===== src/rtl/evt_spike_serializer.sv =====
// Spike-vector capture FIFO that serializes each buffered vector into one event per firing neuron.
// Optional capture timestamps are enabled by defining SNE_SPIKE_TIMESTAMP_EN.
module evt_spike_serializer #(
   parameter int unsigned DP_GROUP   = 16,
   parameter int unsigned ENGINE_ID  = 0,
   parameter int unsigned NID_WIDTH  = 16,
   parameter int unsigned TIME_WIDTH = 32,
   parameter int unsigned FIFO_DEPTH = 4
) (
   input  logic                  engine_clk_i,
   input  logic                  engine_rst_i,
   input  logic                  spike_valid_i,
   input  logic [DP_GROUP-1:0]   spike_i,
   input  logic [TIME_WIDTH-1:0] time_i,
   output logic                  evt_valid_o,
   input  logic                  evt_ready_i,
   output logic [NID_WIDTH-1:0]  evt_nid_o,
   output logic [TIME_WIDTH-1:0] evt_time_o,
   output logic                  busy_o,
   output logic                  overflow_o,
   input  logic                  overflow_clr_i,
   output logic [7:0]            drop_cnt_o
);

   localparam int unsigned PTR_W    = (FIFO_DEPTH > 2) ? $clog2(FIFO_DEPTH) : 1;
   localparam int unsigned IDX_W    = (DP_GROUP > 1) ? $clog2(DP_GROUP) : 1;
   localparam int unsigned NID_BASE = ENGINE_ID * DP_GROUP;

   logic [DP_GROUP-1:0] vec_mem [FIFO_DEPTH];
   logic [PTR_W:0]      wr_ptr;
   logic [PTR_W:0]      rd_ptr;
   logic [PTR_W:0]      fill;
   logic [PTR_W-1:0]    wr_idx;
   logic [PTR_W-1:0]    rd_idx;
   logic [PTR_W-1:0]    rd_idx_nxt;
   logic [DP_GROUP-1:0] mask;
   logic [DP_GROUP-1:0] mask_next;
   logic [DP_GROUP-1:0] low_bit;
   logic [DP_GROUP-1:0] rest;
   logic [IDX_W-1:0]    low_idx;
   logic                empty;
   logic                full;
   logic                push_req;
   logic                push;
   logic                pop;
   logic                hs;
   logic                drop;
   logic                overflow;
   logic [7:0]          drop_cnt;

   // Pointer-derived occupancy; the extra MSB distinguishes full from empty.
   assign wr_idx     = wr_ptr[PTR_W-1:0];
   assign rd_idx     = rd_ptr[PTR_W-1:0];
   assign rd_idx_nxt = rd_idx + PTR_W'(1);
   assign fill       = wr_ptr - rd_ptr;
   assign empty      = (wr_ptr == rd_ptr);
   assign full       = (fill == (PTR_W+1)'(FIFO_DEPTH));

   assign push_req = spike_valid_i && (|spike_i);
   assign hs       = !empty && evt_ready_i;
   assign low_bit  = mask & (~mask + DP_GROUP'(1));
   assign rest     = mask & ~low_bit;
   assign pop      = hs && (rest == '0);
   assign push     = push_req && (!full || pop);
   assign drop     = push_req && full && !pop;

   // Lowest pending neuron index.
   always_comb begin
      logic found;
      low_idx = '0;
      found   = 1'b0;
      for (int i = 0; i < int'(DP_GROUP); i++) begin
         if (mask[i] && !found) begin
            low_idx = IDX_W'(i);
            found   = 1'b1;
         end
      end
   end

   // Head mask: reload on head change, otherwise retire the served bit.
   always_comb begin
      mask_next = mask;
      if (empty) begin
         if (push) mask_next = spike_i;
      end else if (pop) begin
         if (fill != (PTR_W+1)'(1)) mask_next = vec_mem[rd_idx_nxt];
         else if (push)             mask_next = spike_i;
         else                       mask_next = '0;
      end else if (hs) begin
         mask_next = rest;
      end
   end

   always_ff @(posedge engine_clk_i) begin
      if (push) vec_mem[wr_idx] <= spike_i;
   end

   always_ff @(posedge engine_clk_i) begin
      if (engine_rst_i) begin
         wr_ptr   <= '0;
         rd_ptr   <= '0;
         mask     <= '0;
         overflow <= 1'b0;
         drop_cnt <= '0;
      end else begin
         if (push) wr_ptr <= wr_ptr + (PTR_W+1)'(1);
         if (pop)  rd_ptr <= rd_ptr + (PTR_W+1)'(1);
         mask <= mask_next;
         // A drop coinciding with a clear restarts the count at one.
         if (drop) begin
            overflow <= 1'b1;
            if (overflow_clr_i)          drop_cnt <= 8'd1;
            else if (drop_cnt != 8'hFF)  drop_cnt <= drop_cnt + 8'd1;
         end else if (overflow_clr_i) begin
            overflow <= 1'b0;
            drop_cnt <= '0;
         end
      end
   end

   assign evt_valid_o = !empty;
   assign busy_o      = !empty;
   assign overflow_o  = overflow;
   assign drop_cnt_o  = drop_cnt;
   assign evt_nid_o   = empty ? '0 : NID_WIDTH'(NID_BASE) + NID_WIDTH'(low_idx);

`ifdef SNE_SPIKE_TIMESTAMP_EN
   logic [TIME_WIDTH-1:0] time_mem [FIFO_DEPTH];

   always_ff @(posedge engine_clk_i) begin
      if (push) time_mem[wr_idx] <= time_i;
   end

   assign evt_time_o = empty ? '0 : time_mem[rd_idx];
`else
   logic unused_time;

   assign unused_time = ^time_i;
   assign evt_time_o  = '0;
`endif

endmodule


===== config.mk =====
export PLATFORM = sky130hd
export DESIGN_NAME = evt_spike_serializer
export DESIGN_NICKNAME = d
export VERILOG_FILES = /design/src/rtl/evt_spike_serializer.sv
export SDC_FILE = /design/constraint.sdc
export NUM_CORES = 1
export LEC_CHECK = 0
export CORE_MARGIN = 3
export CORE_UTILIZATION = 40
export DETAILED_ROUTE_END_ITERATION = 6
export PLACE_DENSITY = 0.77
export RECOVER_POWER = 50
export SLEW_MARGIN = 20
export SYNTH_ARGS = -nofsm -noshare
export SYNTH_HDL_FRONTEND = slang
export SYNTH_SLANG_ARGS = --single-unit

===== constraint.sdc =====
create_clock -name engine_clk_i -period 2.95 [get_ports engine_clk_i]
set_input_delay 0.59 -clock engine_clk_i [delete_from_list [all_inputs] [get_ports engine_clk_i]]
set_output_delay 0.59 -clock engine_clk_i [all_outputs]
set_load 0.01 [all_outputs]

# Word-level counts from Yosys, hierarchy flattened
# Memory sizes are Yosys's and may differ from the RTL's.
# Index checks and enable logic that the tools add are counted.
# op_classes
shift	0
order_cmp	0
n_eq_ne	5
div	0
n_mux	45
add_sub_neg	6
reduce_logical	47
n_mul	0
n_bitwise	4
# ops
operator	count
16-bit 2-to-1 mux	6
4-bit 2-to-1 mux	15
16-bit bitwise AND	2
8-bit 2-to-1 mux	4
16-bit inverter	2
1-bit logical AND	21
1-bit 2-to-1 mux	20
1-bit zero test	18
16-bit by 1-bit adder with 16-bit output, second input constant	1
16-bit zero test	1
16-bit OR reduction	1
8-bit by 1-bit adder with 8-bit output, second input constant	1
8-bit inequality test, second input constant	1
3-bit by 1-bit adder with 3-bit output, second input constant	2
2-bit AND reduction	2
2-bit nonzero test	2
3-bit equality test	1
3-bit equality test, second input constant	1
3-bit by 1-bit inequality test with 1-bit output, second input constant	1
3-bit nonzero test	1
3-bit subtractor	1
2-bit by 1-bit adder with 2-bit output, second input constant	1
2-bit by 1-bit inequality test with 1-bit output, second input constant	1
1-bit logical OR	1
# totals
latch_bits	0
mem_bits_ro	0
in_bits	53
register_bits	31
ram_bits	64
mem_count	1
# memory_table
name	depth	word_bits	rd	rd_clocked_by_memory_dff	write_ports	line_no	source
vec_mem	4	16	1	0	1	29	logic [DP_GROUP-1:0] vec_mem [FIFO_DEPTH];

# Depth between registers and ports, before layout
# Gate-level depths: netlist (run 1).
# depth
ltp_word	47
depth_mapped	12
ltp_nobuf	10

# Worst setup path after synthesis (run 1)
# Ideal clock, no wire load.
# synth_path
kind	register to register
from	register wr_ptr[0]
to	memory vec_mem[0][0] (enable)
setup_slack_ps	280
required_time_ps	2616
path_buffers	0
period_less_slack_ps	2670
arrival_ps	2337
stages_incl_launch_ff	8
cell_sequence	dfxtp_1 -> inv_1 -> ha_1 -> a31oi_1 -> nand4_2 -> or3_4 -> a21oi_4 -> and2_2
# synth_between
elab_chain_cells	8
elab_cells_between_ends	11
classes_between	add/sub: 1; eq/ne: 2; mux: 2; reduce/logical: 6
# synth_lines
element	line_no	source
start: declaration	30	logic [PTR_W:0] wr_ptr;
start signal: assignment	106	if (push) wr_ptr <= wr_ptr + (PTR_W+1)'(1);
parallel branches: the longest is 8 deep, another holds 3-bit subtractor	--	
end: declaration	29	
# Several ways; the timed one is not identified.

# Final worst setup path (run 1)
# layout_path
from	input spike_i[8]
to	register mask[13]
# layout_between
elab_chain_cells	7
elab_cells_between_ends	9
classes_between	eq/ne: 1; mux: 4; reduce/logical: 4
# layout_lines
element	line_no	source
start: declaration	13	input logic [DP_GROUP-1:0] spike_i,
16-bit OR reduction *	59	assign push_req = spike_valid_i && (|spike_i);
1-bit logical AND *	59	
1-bit logical AND *	64	assign push = push_req && (!full || pop);
16-bit 2-to-1 mux	87	else if (push) mask_next = spike_i;
16-bit 2-to-1 mux	86	if (fill != (PTR_W+1)'(1)) mask_next = vec_mem[rd_idx_nxt];
16-bit 2-to-1 mux	85	end else if (pop) begin
16-bit 2-to-1 mux	83	if (empty) begin
end signal: assignment	108	mask <= mask_next;
end: declaration	36	logic [DP_GROUP-1:0] mask;
# Every way passes the cells marked *; elsewhere a longest branch is shown, timed or not.
# A chain may end at the register's enable or synchronous reset.

==> impl_metrics.csv, run 1 <==
group,metric,value,unit
timing,hold_viol_final,0,
worst_hold_path,hp-class,"reg -> reg",
clocking,clockBufferDepth,2,
global_route,track_usage,17.04,%
routing,dr.first_iter.drc_count,476,
pwr,powerDensity,932.0,nW/um^2
cells_and_area,final_area,6005,um^2
placed_design,place_congestion,0.8900,
cells_and_area,layout_commonest_cell,"edfxtp_1",
logic_synthesis,syn_inst,455,
floorplanning,core_region_area,12210,um^2
setup_path,path_class,"in -> reg",
timing,worst_pin_slew,0.5910,ns
floorplanning,ioPinCount,112,
cells_and_area,layout_common_cells,"edfxtp_1 (64), nand2_1 (48), conb_1 (44)",
timing,period_share,97.19,%
timing,finalSetupViolations,0,
worst_hold_path,hold_path_startpoint,"overflow_o",
placed_design,place_ws,-0.05453,ns
timing,worst_slack,0.08295,ns
clocking,path_clk_slew,0.07,ns
logic_synthesis,synth_flop_cell,"edfxtp_1",
floorplanning,die-area,14080,um^2
routing,drt-wirelength-per-cell,16.84,um
pwr,finalPower,5.596,mW
pwr,pwr-share-seq,31.4,%
setup_path,start_kind,"input pin",
setup_path,crit_path_max_fanout,12,
global_route,met1_usage,22.50,%
routing,totalWireLength,11840,um
logic_synthesis,seq_area_frac_synth,50.06,%
setup_path,r2r_start,"mask[0]",
pwr,pwr-share-comb,49.5,%
timing,fmax,348.8,MHz
clocking,cts_buffers,9,
routing,via_per_inst,5.519,
routing,drc,0,
pwr,p_sw_share,39.26,%
logic_synthesis,synth_warnings,0,
setup_path,cp.arrival,3.10,ns
cells_and_area,drive_gt1_share,18.32,%
global_route,antenna_found_initial,0,
routing,ant_nets,0,
setup_path,startpoint,"spike_i[8]",
global_route,grt.overflow.total,0,
global_route,grt_max_degree,21,
logic_synthesis,synth_seq_cells,95,
logic_synthesis,synthDistinctLibCells,75,
cells_and_area,final_util,49.17,%
floorplanning,die_w,118.7,um
clocking,clock_latency,0.35,ns
timing,max_slew_margin,60.60,%
cells_and_area,antenna_cells,0,
clocking,cts_root_buffer,"clkbuf_16",
placed_design,portBuffers,35,
timing,maxSlewViolCount,0,
cells_and_area,fin_nets,593,
floorplanning,num_rows,40,
global_route,grt_first_pass_wirelength,19000,um
clocking,htree_levels,3,
global_route,top_usage_layer,"met2",
job,maxCapViolations,0,
pwr,p_int,3.399,mW
floorplanning,initial_core_util,41.59,%
pwr,p_leak,2.182,nW
timing,fin_skew,0.007843,ns
logic_synthesis,synth_area,5079,um^2
clocking,clock-sinks,95,
global_route,grt.met3_usage,3.110,%
cells_and_area,syn_to_final_growth,18.23,%
floorplanning,die_y,118.7,um
timing,fin_crit,2.867,ns
setup_path,end_kind,"flop",
global_route,grt_pass1_vias,3695,
logic_synthesis,postSynth.asyncResetShare,0,%
placed_design,dpl_cell_area,5794,um^2
placed_design,dp_hpwl,8620,um
global_route,use_met2,27.39,%
clocking,cts_setup_buffers,0,
pwr,clock_power_share,19.1,%
setup_path,cp.required,3.19,ns
pwr,power.switching,2.197,mW
routing,firstDrtPassIters,5,
status,status,"finished, final reports clean",
clocking,cts_tree,"done",
logic_synthesis,synth_edf_count,64,
routing,vias,3880,
timing,rsz0062_at_grt,"no",
logic_synthesis,avgSynthCellArea,11.16,um^2
pwr,irDropWorstVdd,0.4632,mV
final timing paths:
kind / endpoint / slack [ns] / cells after the start
setup reg to reg: vec_mem[0][6] / 0.17 / 7
hold reg to reg: overflow_o / 0.51 / 2
setup / recovery: mask[13] / 0.08 / 9
hold / removal: overflow_o / 0.51 / 2
state kept, by name, summed over array words and instances, names as in the netlist:
register    cells
vec_mem        64
mask           16
drop_cnt_o      8
rd_ptr          3
wr_ptr          3
overflow_o      1
per-stage QoR:
step	hold slack (ns)	std cells	TNS, ns
2_1_floorplan	0.4811	498	0
6_report	0.5077	703	0
5_1_grt	0.5361	703	0
4_1_cts	0.5104	703	0
3_5_place_dp	0.4931	688	-1.147
3_3_place_gp	0.4881	688	-0.04285
worst max-delay path: stages:
cell and delay (ns):
dlygate4sd3_1 0.55, or4_1 0.57, o41ai_2 0.37, buf_4 0.21
nor2_1 0.06, o32ai_1 0.27, buf_12 0.21, a21oi_1 0.05
o221a_1 0.23
layout make-up:
class	instances	area, um^2
fill	1080	6207
sequential	95	2542
multi-input combinational	323	2223
timing repair buffer	93	724.4
clock buffer	9	225.2
tap	168	210.2
clock inverter	6	45.04
inverter	9	33.78
layer usage:
| layer | share of wire [%] | up-vias |
|---|---|---|
| met4 | 2.7 | 0 |
| met5 | 0 | - |
| met3 | 8.6 | 31 |
| met2 | 47 | 226 |
| met1 | 41 | 1851 |
| li1 | - | 1772 |
what timing repair did:
action	in CTS	in global routing
endpoints found under the hold margin	0	0
endpoints found under the setup margin	4	7
hold buffers	0	0
resized for setup	5	5
gates cloned	0	0
pin swaps	0	0
power by group through the flow:
stage	Combinational, mW	Sequential (mW)	Clock [mW]
after detailed placement	2.76	1.78	0
after global placement	2.71	1.77	0
after CTS	2.77	1.75	1.09
after floorplan	1.87	1.74	0
after global routing	3.02	1.78	1.13
final	2.77	1.76	1.07
cells by family (layout without fill, tap and decap cells):
| logic type | count (synthesis) | in the layout | share of synthesized area [%] |
|---|---|---|---|
| multiplexers | 18 | 18 | 7.490 |
| adder cells (fa/ha/maj) | 11 | 11 | 2.759 |
| AND/OR/NAND/NOR | 148 | 148 | 15.08 |
| buffers and inverters | 80 | 117 | 9.608 |
| AO/OA/AOI/OAI | 92 | 92 | 12.94 |
| other | 1 | 44 | 0.07384 |
| flip-flops | 95 | 95 | 50.06 |
| XOR/XNOR | 10 | 10 | 1.996 |
cell usage after synthesis (7+ instances only):
master | instances | area [um^2]
ha_1 | 8 | 100.1
xnor2_1 | 7 | 61.31
nand3_1 | 10 | 50.05
dfxtp_1 | 31 | 620.6
o21ai_0 | 13 | 65.06
inv_1 | 9 | 33.78
nor2_1 | 35 | 131.4
mux4_2 | 16 | 360.4
clkbuf_1 | 17 | 63.81
nor3_1 | 12 | 60.06
a21oi_1 | 28 | 140.1
nand2_1 | 49 | 183.9
buf_4 | 46 | 345.3
edfxtp_1 | 64 | 1922
Note: power is estimated with default switching activity, not from simulation.
==> run 2, diff against run 1 <==
clock period = 3.5 ns   (was 2.95 ns; I/O delays follow)
==> run 2 against run 1 <==
Core utilization fell by 1.3 points. Final area down 2.7%. Power down 18%. Critical endpoint is now evt_nid_o[1]. Highest routed layer unchanged.
==> impl_metrics.csv, run 2 (synthesis results as in run 1) <==
group,metric,value,unit
placed_design,place_ws,0.1616,ns
timing,rsz0062_at_grt,"no",
routing,drc,0,
setup_path,cp_slowest_stage_delay,0.63,ns
cells_and_area,multi_input_area,2215,um^2
pwr,p_int,2.809,mW
global_route,grt_pass1_vias,3558,
routing,via_per_inst,5.537,
global_route,grt_first_pass_wirelength,18370,um
setup_path,cp-endpoint,"evt_nid_o[1]",
clocking,cts_buffers,9,
cells_and_area,final_area,5842,um^2
floorplanning,num_rows,40,
timing,fin_skew,0.01187,ns
pwr,clock_power_share,21.2,%
timing,max_slew_margin,56.47,%
placed_design,portBuffers,35,
setup_path,crit_path_max_fanout,7,
placed_design,dp_hpwl,8150,um
cells_and_area,drive_gt1_share,13.92,%
cells_and_area,antenna_cells,0,
routing,totalWireLength,11310,um
setup_path,startpoint,"mask[0]",
clocking,htree_levels,3,
timing,hold_viol_final,0,
worst_hold_path,hold_path_startpoint,"overflow_o",
pwr,p_leak,2.077,nW
floorplanning,die-area,14080,um^2
routing,ant_nets,0,
setup_path,cp_cell_sequence,"or4_4 > nor3_4 > nand2_1 > o221a_2 > nor2_1 > clkdlybuf4s50_1",
setup_path,cp.arrival,2.70,ns
global_route,track_usage,16.33,%
pwr,pwr-share-seq,33.3,%
floorplanning,die_w,118.7,um
pwr,irDropWorstVdd,0.4230,mV
pwr,p_sw_share,39.07,%
clocking,path_clk_slew,0.07,ns
timing,maxSlewViolCount,0,
setup_path,start_kind,"flop",
cells_and_area,seq_area,2542,um^2
setup_path,crit_path_top_delay_cell,"or4_4",
routing,drt-wirelength-per-cell,16.68,um
pwr,power.switching,1.801,mW
setup_path,timing.rr.end,"vec_mem[2][8]",
timing,worst_slack,0.1003,ns
placed_design,place_congestion,0.8821,
clocking,clock-sinks,95,
floorplanning,die_y,118.7,um
job,maxCapViolations,0,
clocking,clockBufferDepth,2,
floorplanning,initial_core_util,41.59,%
setup_path,r2r_slack,0.25,ns
routing,dr.first_iter.drc_count,335,
cells_and_area,largest_reg_flops,64,
cells_and_area,top_register,"vec_mem",
setup_path,rr_worst_depth,6,
routing,firstDrtPassIters,5,
worst_hold_path,hp-class,"reg -> reg",
timing,fmax,294.1,MHz
timing,finalSetupViolations,0,
timing,fin_crit,3.400,ns
cells_and_area,layout_commonest_cell,"edfxtp_1",
timing,tns,0,ns
cells_and_area,layout_common_cells,"edfxtp_1 (64), nand2_1 (50), conb_1 (44)",
clocking,clock_latency,0.34,ns
global_route,grt_max_degree,29,
cells_and_area,syn_to_final_growth,15.03,%
pwr,finalPower,4.610,mW
setup_path,cp.required,2.80,ns
setup_path,r2r_start,"mask[0]",
setup_path,end_kind,"output pin",
cells_and_area,fin_nets,567,
cells_and_area,fillers,1073,
routing,vias,3754,
setup_path,path_class,"reg -> out",
pwr,powerDensity,789.2,nW/um^2
global_route,antenna_found_initial,0,
timing,period_share,97.13,%
clocking,cts_hold_buf,0,
floorplanning,core_region_area,12210,um^2
placed_design,dpl_cell_area,5564,um^2
clocking,cts_root_buffer,"clkbuf_16",
timing,worst_pin_slew,0.6510,ns
pwr,pwr-share-comb,45.5,%
global_route,grt.overflow.total,0,
clocking,cts_tree,"done",
floorplanning,ioPinCount,112,
status,status,"finished, final reports clean",
-- run 2: repair_timing --
| item | in CTS | in global routing |
|---|---|---|
| resized for setup | 0 | 3 |
| endpoints found under the setup margin | 0 | 2 |
| setup buffers | 0 | 3 |
-- run 2: worst min-delay path by stage --
stage / cells past startpoint / endpoint / slack (ns)
CTS: 2 / overflow_o / 0.51
global placement: 2 / overflow_o / 0.48
floorplan: 2 / rd_ptr[1] / 0.48
global route: 2 / overflow_o / 0.56
finish: 2 / overflow_o / 0.51
detailed placement: 2 / overflow_o / 0.50
-- run 2: metal layers --
| metal | GRT usage (%) | vias up | wire length, um |
|---|---|---|---|
| met5 | 0 | - | 0 |
| met4 | 5.720 | 0 | 188 |
| met3 | 3.684 | 14 | 883 |
| met2 | 25.72 | 195 | 5174 |
| met1 | 22.25 | 1823 | 5065 |
| li1 | - | 1722 | - |
-- run 2: area by class of cell --
cell class                 instances  area share (%)
tap                              168           3.598
clock inverter                     6           1.157
clock buffer                      10           3.919
inverter                           9          0.5783
timing repair buffer              67           9.317
sequential                        95           43.52
multi-input combinational        323           37.91
-- run 2: power groups by stage --
stage	Sequential [mW]	Combinational (mW)	Clock (mW)
CTS	1.53	2.05	0.992
finish	1.54	2.10	0.977
global placement	1.54	2.00	0
floorplan	1.47	1.58	0
detailed placement	1.55	2.05	0
global route	1.56	2.30	1.03
-- run 2: critical path, delay by kind of cell, from the launching register on --
kind / cells / cell delay, ns
and+or+nand+nor: 4 / 1.14
buffers and inverters: 1 / 0.56
DFF: 1 / 0.38
AOI/OAI and AO/OA: 1 / 0.28
-- run 2: stage by stage --
step | hold slack (ns) | util [%] | std cells
2_1_floorplan | 0.4811 | - | 498
3_3_place_gp | 0.4807 | 45.56 | 659
3_5_place_dp | 0.4970 | 45.56 | 659
4_1_cts | 0.5143 | 47.99 | 675
5_1_grt | 0.5570 | 47.84 | 678
6_report | 0.5095 | 47.84 | 678
